$ cat src/rtl/permute_sched_fsm.sv
// Sequencer for the SHAKE core: absorbs SIPO blocks, runs the Keccak-f rounds,
// then alternates squeeze/permute into the PISO until the requested length is covered.
module permute_sched_fsm #(
  parameter int ROUNDS    = 24,
  parameter int OUT_LEN_W = 32,
  parameter int RATE128   = 1344,
  parameter int RATE256   = 1088
) (
  input  logic                 clk,
  input  logic                 rst,
  input  logic                 header_valid,
  input  logic                 mode,
  input  logic [OUT_LEN_W-1:0] output_length,
  input  logic                 input_buffer_ready,
  input  logic                 last_block_in_buffer,
  output logic                 input_buffer_ready_clr,
  output logic                 state_reset,
  output logic                 absorb_enable,
  output logic                 round_enable,
  output logic [4:0]           round_index,
  input  logic                 output_buffer_ready,
  output logic                 output_buffer_load,
  output logic                 last_output_block,
  output logic                 busy
);

  typedef enum logic [2:0] {
    S_IDLE       = 3'd0,
    S_WAIT_INPUT = 3'd1,
    S_ABSORB     = 3'd2,
    S_PERMUTE    = 3'd3,
    S_SQUEEZE    = 3'd4
  } state_t;

  localparam logic [4:0]           LAST_ROUND = 5'(ROUNDS - 1);
  localparam logic [OUT_LEN_W-1:0] RATE128_W  = OUT_LEN_W'(RATE128);
  localparam logic [OUT_LEN_W-1:0] RATE256_W  = OUT_LEN_W'(RATE256);

  state_t               r_state;
  state_t               w_state_nxt;
  logic [4:0]           r_round;
  logic [4:0]           w_round_nxt;
  logic [OUT_LEN_W-1:0] r_remaining;
  logic [OUT_LEN_W-1:0] w_remaining_nxt;
  logic                 r_mode;
  logic                 w_mode_nxt;
  logic                 r_last;
  logic                 w_last_nxt;

  logic [OUT_LEN_W-1:0] w_rate;
  logic                 w_rem_le_rate;
  logic [OUT_LEN_W-1:0] w_rem_sub;

  // Remaining-bits arithmetic saturates at zero instead of wrapping.
  assign w_rate        = r_mode ? RATE256_W : RATE128_W;
  assign w_rem_le_rate = (r_remaining <= w_rate);
  assign w_rem_sub     = w_rem_le_rate ? {OUT_LEN_W{1'b0}} : (r_remaining - w_rate);

  always_ff @(posedge clk or posedge rst) begin
    if (rst) begin
      r_state     <= S_IDLE;
      r_round     <= 5'd0;
      r_remaining <= {OUT_LEN_W{1'b0}};
      r_mode      <= 1'b0;
      r_last      <= 1'b0;
    end else begin
      r_state     <= w_state_nxt;
      r_round     <= w_round_nxt;
      r_remaining <= w_remaining_nxt;
      r_mode      <= w_mode_nxt;
      r_last      <= w_last_nxt;
    end
  end

  always_comb begin
    w_state_nxt            = r_state;
    w_round_nxt            = r_round;
    w_remaining_nxt        = r_remaining;
    w_mode_nxt             = r_mode;
    w_last_nxt             = r_last;
    input_buffer_ready_clr = 1'b0;
    state_reset            = 1'b0;
    absorb_enable          = 1'b0;
    round_enable           = 1'b0;
    round_index            = 5'd0;
    output_buffer_load     = 1'b0;
    last_output_block      = 1'b0;
    busy                   = (r_state != S_IDLE);
    case (r_state)
      S_IDLE: begin
        if (header_valid) begin
          state_reset     = 1'b1;
          w_mode_nxt      = mode;
          w_remaining_nxt = output_length;
          w_last_nxt      = 1'b0;
          w_state_nxt     = S_WAIT_INPUT;
        end else begin
          w_state_nxt = S_IDLE;
        end
      end
      S_WAIT_INPUT: begin
        if (input_buffer_ready) begin
          w_last_nxt  = last_block_in_buffer;
          w_state_nxt = S_ABSORB;
        end else begin
          w_state_nxt = S_WAIT_INPUT;
        end
      end
      S_ABSORB: begin
        absorb_enable          = 1'b1;
        input_buffer_ready_clr = 1'b1;
        w_round_nxt            = 5'd0;
        w_state_nxt            = S_PERMUTE;
      end
      S_PERMUTE: begin
        round_enable = 1'b1;
        round_index  = r_round;
        // The counter wraps to zero on the final round so it is clean for the next group.
        if (r_round == LAST_ROUND) begin
          w_round_nxt = 5'd0;
          if (!r_last) begin
            w_state_nxt = S_WAIT_INPUT;
          end else if (r_remaining == {OUT_LEN_W{1'b0}}) begin
            w_state_nxt = S_IDLE;
          end else begin
            w_state_nxt = S_SQUEEZE;
          end
        end else begin
          w_round_nxt = r_round + 5'd1;
          w_state_nxt = S_PERMUTE;
        end
      end
      S_SQUEEZE: begin
        if (!output_buffer_ready) begin
          output_buffer_load = 1'b1;
          last_output_block  = w_rem_le_rate;
          w_remaining_nxt    = w_rem_sub;
          if (w_rem_le_rate) begin
            w_state_nxt = S_IDLE;
          end else begin
            w_round_nxt = 5'd0;
            w_state_nxt = S_PERMUTE;
          end
        end else begin
          w_state_nxt = S_SQUEEZE;
        end
      end
      default: begin
        w_state_nxt = S_IDLE;
      end
    endcase
  end

endmodule
$ cat config.mk
export PLATFORM = sky130hd
export DESIGN_NAME = permute_sched_fsm
export DESIGN_NICKNAME = d
export VERILOG_FILES = /design/src/rtl/permute_sched_fsm.sv
export SDC_FILE = /design/constraint.sdc
export NUM_CORES = 1
export LEC_CHECK = 0
export CORE_UTILIZATION = 45
export DETAILED_ROUTE_END_ITERATION = 8
export MAX_ROUTING_LAYER = met4
export PLACE_DENSITY = 0.71
export REMOVE_ABC_BUFFERS = 1
export SLEW_MARGIN = 20
export SYNTH_ARGS = -nofsm -noshare
export SYNTH_HDL_FRONTEND = slang
export SYNTH_SLANG_ARGS = --single-unit
$ cat constraint.sdc
create_clock -name clk -period 2.6 [get_ports clk]
set_input_delay 0.39 -clock clk [delete_from_list [all_inputs] [get_ports clk]]
set_output_delay 0.39 -clock clk [all_outputs]
set_load 0.01 [all_outputs]
======== Word level (Yosys, flattened, before mapping) ========
Index checks and enable logic that the tools add are counted.
word-level totals
  register bits after elaboration ......... 42
  bits in latches ......................... 0
  memory bits (writable) .................. 0
  bits in read-only memories .............. 0
  input port bits ......................... 39
  output and inout port bits .............. 12
  logic and storage cells ................. 56
  memories ................................ 0
operators by class
  add/subtract/negate cells ............... 2
  multiply operators ...................... 0
  divide/modulo/power cells ............... 0
  $lt $le $gt $ge ......................... 1
  eq/ne operators ......................... 9
  shifts and indexed selects .............. 0
  multiplexer cells ....................... 29
  bitwise gates (word level) .............. 0
  reduce and logical (&&, ||, !) cells .... 10
operators with widths
  kind                                                                   count
  32-bit two-way mux                                                     3
  32-bit case mux with 2 select lines                                    1
  32-bit by 11-bit less-or-equal comparator with 1-bit output            1
  32-bit logical NOT                                                     1
  32-bit by 11-bit subtractor with 32-bit output                         1
  5-bit two-way mux                                                      4
  3-bit case mux with 5 select lines                                     1
  5-bit case mux with 3 select lines                                     1
  3-bit two-way mux                                                      4
  1-bit two-way mux                                                      11
  9-bit two-way mux                                                      1
  3-bit AND reduction                                                    3
  2-bit inequality test, second input constant                           4
  3-bit by 2-bit equality test with 1-bit output, second input constant  2
  3-bit nonzero test                                                     2
  5-bit by 1-bit adder with 5-bit output, second input constant          1
  5-bit equality test, second input constant                             1
  2-bit two-way mux                                                      2
  2-bit nonzero test                                                     2
  3-bit by 1-bit equality test with 1-bit output, second input constant  1
  3-bit equality test, second input constant                             1
  3-bit logical NOT                                                      1
  1-bit case mux with 2 select lines                                     1
  2-bit AND reduction                                                    1

======== Longest topological paths before layout ========
  depth in word-level cells ............... 5
  gate-level depth with buffers ........... 9
  depth with buffers taken out ............ 8

======== Worst setup path after synthesis ========
OpenSTA, ideal clock, no wires.
  path type ............................... register to output
  from .................................... register r_remaining[24]
  to ...................................... output port last_output_block
  arrival time ............................ 2,011 ps
  data required time ...................... 2,210 ps
  setup slack ............................. 199 ps
  cell stages (with the launch flop) ...... 6
  buffers on the path ..................... 0
  cell sequence ........................... dfrtp_1 or4_4 or4_4 nor3_4 nand2_1 nor2_1
between the ends
  cells in the longest elaborated chain, start to end .. 3
ends and longest elaborated chain
  element                                                      line  RTL
  start, declared                                              43    logic [OUT_LEN_W-1:0] r_remaining;
  start signal, assigned                                       63    r_remaining <= {OUT_LEN_W{1'b0}};
  start signal, assigned                                       69    r_remaining <= w_remaining_nxt;
  32-bit by 11-bit less-or-equal comparator with 1-bit output  56    assign w_rem_le_rate = (r_remaining <= w_rate);
  1-bit two-way mux                                            134   if (!output_buffer_ready) begin
  1-bit two-way mux                                            89    case (r_state)
  end, declared                                                23    output logic last_output_block,
Every way passes these cells.

======== Worst setup path after layout ========
Same ends and word-level chain as after synthesis.

==> metrics.md <==
| Metric | Value |
|---|---|
| Final ANT Viol Nets | `0` |
| Syn Area/Cell | `8.88 sq um` |
| First-pass GRT wire length | `11.6 mm` |
| Clk pin slew, worst setup/hold paths | `0.07 ns` |
| R2R depth | `9` |
| Fmax | `396 MHz` |
| Clk_lat worst skew | `0.28 ns` |
| Reg2reg setup slack | `0.09 ns` |
| Crit path max fanout | `2` |
| Critical Path Sink Type | `output port` |
| Final min period | `2.52 ns` |
| Clk pwr share | `0.151` |
| TritonCTS Buffers | `5` |
| Leakage | `1.41 nW` |
| Die ar. | `5890 sq um` |
| Hold slack | `0.512 ns` |
| Post-synthesis cell type count | `51` |
| Max-slew violations | `0` |
| #FFs+latches synth | `42` |
| Via density | `5.85` |
| Row count | `26` |
| Critical path arrival | `2.13 ns` |
| Comb power frac | `0.427` |
| Setup ws final | `0.0774 ns` |
| Maxcap violations | `0` |
| Root buf cell | `clkbuf_8` |
| Sequential share of power | `0.422` |
| Initial antenna violation count | `0` |
| Int Pwr | `1.72 mW` |
| RSZ-0062 raised after global routing | `no` |
| CTS sink cnt | `42` |
| Initial DRT Pass Iterations | `4` |
| Reg-to-Reg End | `r_remaining[3]` |
| Fin nets | `397` |
| Worst EP required | `2.21 ns` |
| Routability Congestion | `0.839` |
| Sw power | `1.00 mW` |
| Mapped Cells | `283` |
| Die width | `76.7 microns` |
| Total GRT Usage | `0.255` |
| Outcome | `complete, no violations` |
| Non-Filler Instances | `423` |
| Ys flop type | `dfrtp_1` |
| Filler cell count | `458` |
| Sw Ratio | `0.368` |
| Setup violations, final | `0` |
| DP HPWL | `4.83 mm` |
| Vias in the first global route | `2393` |
| GR Overflow Total | `0` |
| Final Util | `0.636` |
| Post-synthesis sequential area ratio | `0.418` |
| Power, Total | `2.72 mW` |
| Share of cells above drive strength 1 | `0.142` |
| DRC viols | `0` |
| Avg WL per Cell | `16.0 microns` |
| Post-CTS Hold Buffers | `0` |
| Mapped Area | `2510 sq um` |
| Crit Path Class | `reg2out` |
| Placed insts | `415` |
| Die height | `76.7 microns` |
| Final hold violation count | `0` |
| Pin count of the biggest net entering global routing | `43` |
| Slew HR | `0.638` |
| Worst Tran Pin Value | `0.543 ns` |
| Fin Setup TNS | `0 ns` |
| Buffers on Ports | `50` |
| Fin area | `3330 sq um` |
| Core Box Area | `5240 sq um` |
| CTS tree | `built` |
| Worst slack, placed | `-0.150 ns` |
| Io pins | `51` |
| Worst hold path startpoint | `r_remaining[2]` |
| CP endpoint | `last_output_block` |
| Deepest clock path buffer count | `2` |
| Skew final | `0.00265 ns` |
| Ys async rst share | `1.00` |
| P&R area growth vs syn | `32.6%` |
| Setup crit start kind | `flip-flop` |
| EDFF count, synth | `0` |
| Starting Density | `0.480` |
| Maximum VDD drop | `0.000468 V` |
| Detailed-route via count | `2475` |
| Iter 0 DRT Violations | `211` |
| Reg2reg start | `r_remaining[24]` |
| Class of the worst hold path | `reg2reg` |
| Synth warn | `0` |
| Worst Setup SP | `r_remaining[24]` |
| Post-route clock period utilization | `0.970` |
| Area after DPL | `3230 sq um` |
| H-tree depth | `2` |
| Routed wire length | `6.77 mm` |
| Pwr dens | `816 nW/um^2` |
| ANT cells | `0` |
==> power groups by stage <==
stage               clock network (mW)  registers, mW  logic (mW)
floorplan                            0           1.10       0.694
global placement                     0           1.14        1.14
detailed placement                   0           1.15        1.16
CTS                              0.419           1.14        1.16
global route                     0.447           1.19        1.29
finish                           0.410           1.15        1.16
==> cell usage in the layout (no fill, tap or decap), types with 3 or more instances in the layout <==
master and n:
o2bb2ai_1 5, a31oi_1 3, or4_1 4, ha_1 4
a22oi_1 9, a21oi_1 16, nor2_1 22, clkbuf_8 6
or2_2 3, o22ai_1 9, inv_1 14, and3_1 7
o21ai_0 14, or3_1 6, buf_4 28, nor4_1 7
nand3_1 10, nor2b_1 4, dfrtp_1 42, clkdlybuf4s50_1 49
o311ai_0 4, a32oi_1 5, nand2_1 25, a221oi_1 3
a221o_1 3, a22o_1 7, nand2b_1 3, nor3_1 5
==> layer usage <==
| metal | track usage | routed length [microns] |
|---|---|---|
| met1 | 0.347 | 3100 |
| met2 | 0.399 | 3210 |
| met4 | 0.0538 | 47 |
| met3 | 0.0452 | 418 |
| met5 | - | 0 |
==> cell type report <==
class	instances	area [sq um]	share of cell area
Inverter	14	52.6	0.0158
Timing Repair Buffer	78	706	0.212
Sequential cell	42	1050	0.315
Multi-Input combinational cell	213	1350	0.406
Clock buffer	6	82.6	0.0248
Tap cell	70	87.6	0.0263
==> worst min-delay path by stage <==
stage / end / slack (ns) / cells past startpoint
3_5_place_dp: r_remaining[4] / 0.49 / 1
4_1_cts: r_remaining[5] / 0.51 / 1
5_1_grt: r_remaining[2] / 0.53 / 1
3_3_place_gp: r_remaining[3] / 0.48 / 1
6_report: r_remaining[2] / 0.51 / 1
2_1_floorplan: r_remaining[3] / 0.47 / 1
==> flip-flops by register name (all words and copies together) (netlist names) <==
register,count
r_round,5
r_mode,1
r_last,1
r_remaining,32
r_state,3
==> synthesized netlist by cell type, types with 2 or more instances <==
| library cell | instances | area, sq um |
|---|---|---|
| o21ai_1 | 2 | 10.0 |
| buf_4 | 2 | 15.0 |
| clkbuf_1 | 11 | 41.3 |
| and3_1 | 7 | 43.8 |
| o211ai_1 | 2 | 15.0 |
| o21ai_0 | 15 | 75.1 |
| a32oi_1 | 5 | 43.8 |
| a22o_1 | 7 | 61.3 |
| nor2_1 | 23 | 86.3 |
| a31oi_1 | 3 | 18.8 |
| ha_1 | 4 | 50.1 |
| o2bb2ai_1 | 5 | 43.8 |
| o311ai_0 | 4 | 35.0 |
| o22ai_1 | 9 | 56.3 |
| or2_2 | 3 | 18.8 |
| or4_1 | 4 | 30.0 |
| or3_1 | 6 | 37.5 |
| nor3_1 | 5 | 25.0 |
| a221oi_1 | 3 | 26.3 |
| a22oi_1 | 9 | 67.6 |
| or4_4 | 2 | 22.5 |
| nand2_1 | 26 | 97.6 |
| a21o_1 | 4 | 30.0 |
| o31a_1 | 2 | 17.5 |
| a21oi_1 | 16 | 80.1 |
| a221o_1 | 3 | 30.0 |
| dfrtp_1 | 42 | 1050 |
| xor2_1 | 2 | 17.5 |
| a21oi_2 | 2 | 17.5 |
| nor2b_1 | 4 | 25.0 |
| inv_1 | 14 | 52.6 |
| nand3_1 | 10 | 50.1 |
| nand2b_1 | 3 | 18.8 |
| nor4_1 | 7 | 43.8 |
==> cells by family (layout without fill, tap and decap cells) <==
group	count (synthesis)	in the layout	share of synthesized area
AOI/OAI and AO/OA	99	99	0.279
xor gates and xnor gates	2	2	0.00697
adders and majority gates	4	4	0.0199
buffers and inverters	28	98	0.0478
DFF	42	42	0.418
muxes	1	1	0.00448
and+or+nand+nor	107	107	0.223
==> worst max-delay path, stage by stage, from the launching register on <==
cell and delay, ns:
dfrtp_1 0.39, or4_4 0.55, or4_4 0.45, nor3_4 0.16, nand2_2 0.08, nor2_2 0.09, buf_2 0.14
==> what timing repair did <==
action | CTS | global route
gates resized for setup | 5 | 3
pin swaps | 2 | 0
endpoints found under the hold margin | 0 | 0
setup endpoints to repair | 2 | 9
cloned | 0 | 0
buffers inserted | 2 | 0
Note: power is estimated with default switching activity, not from simulation.
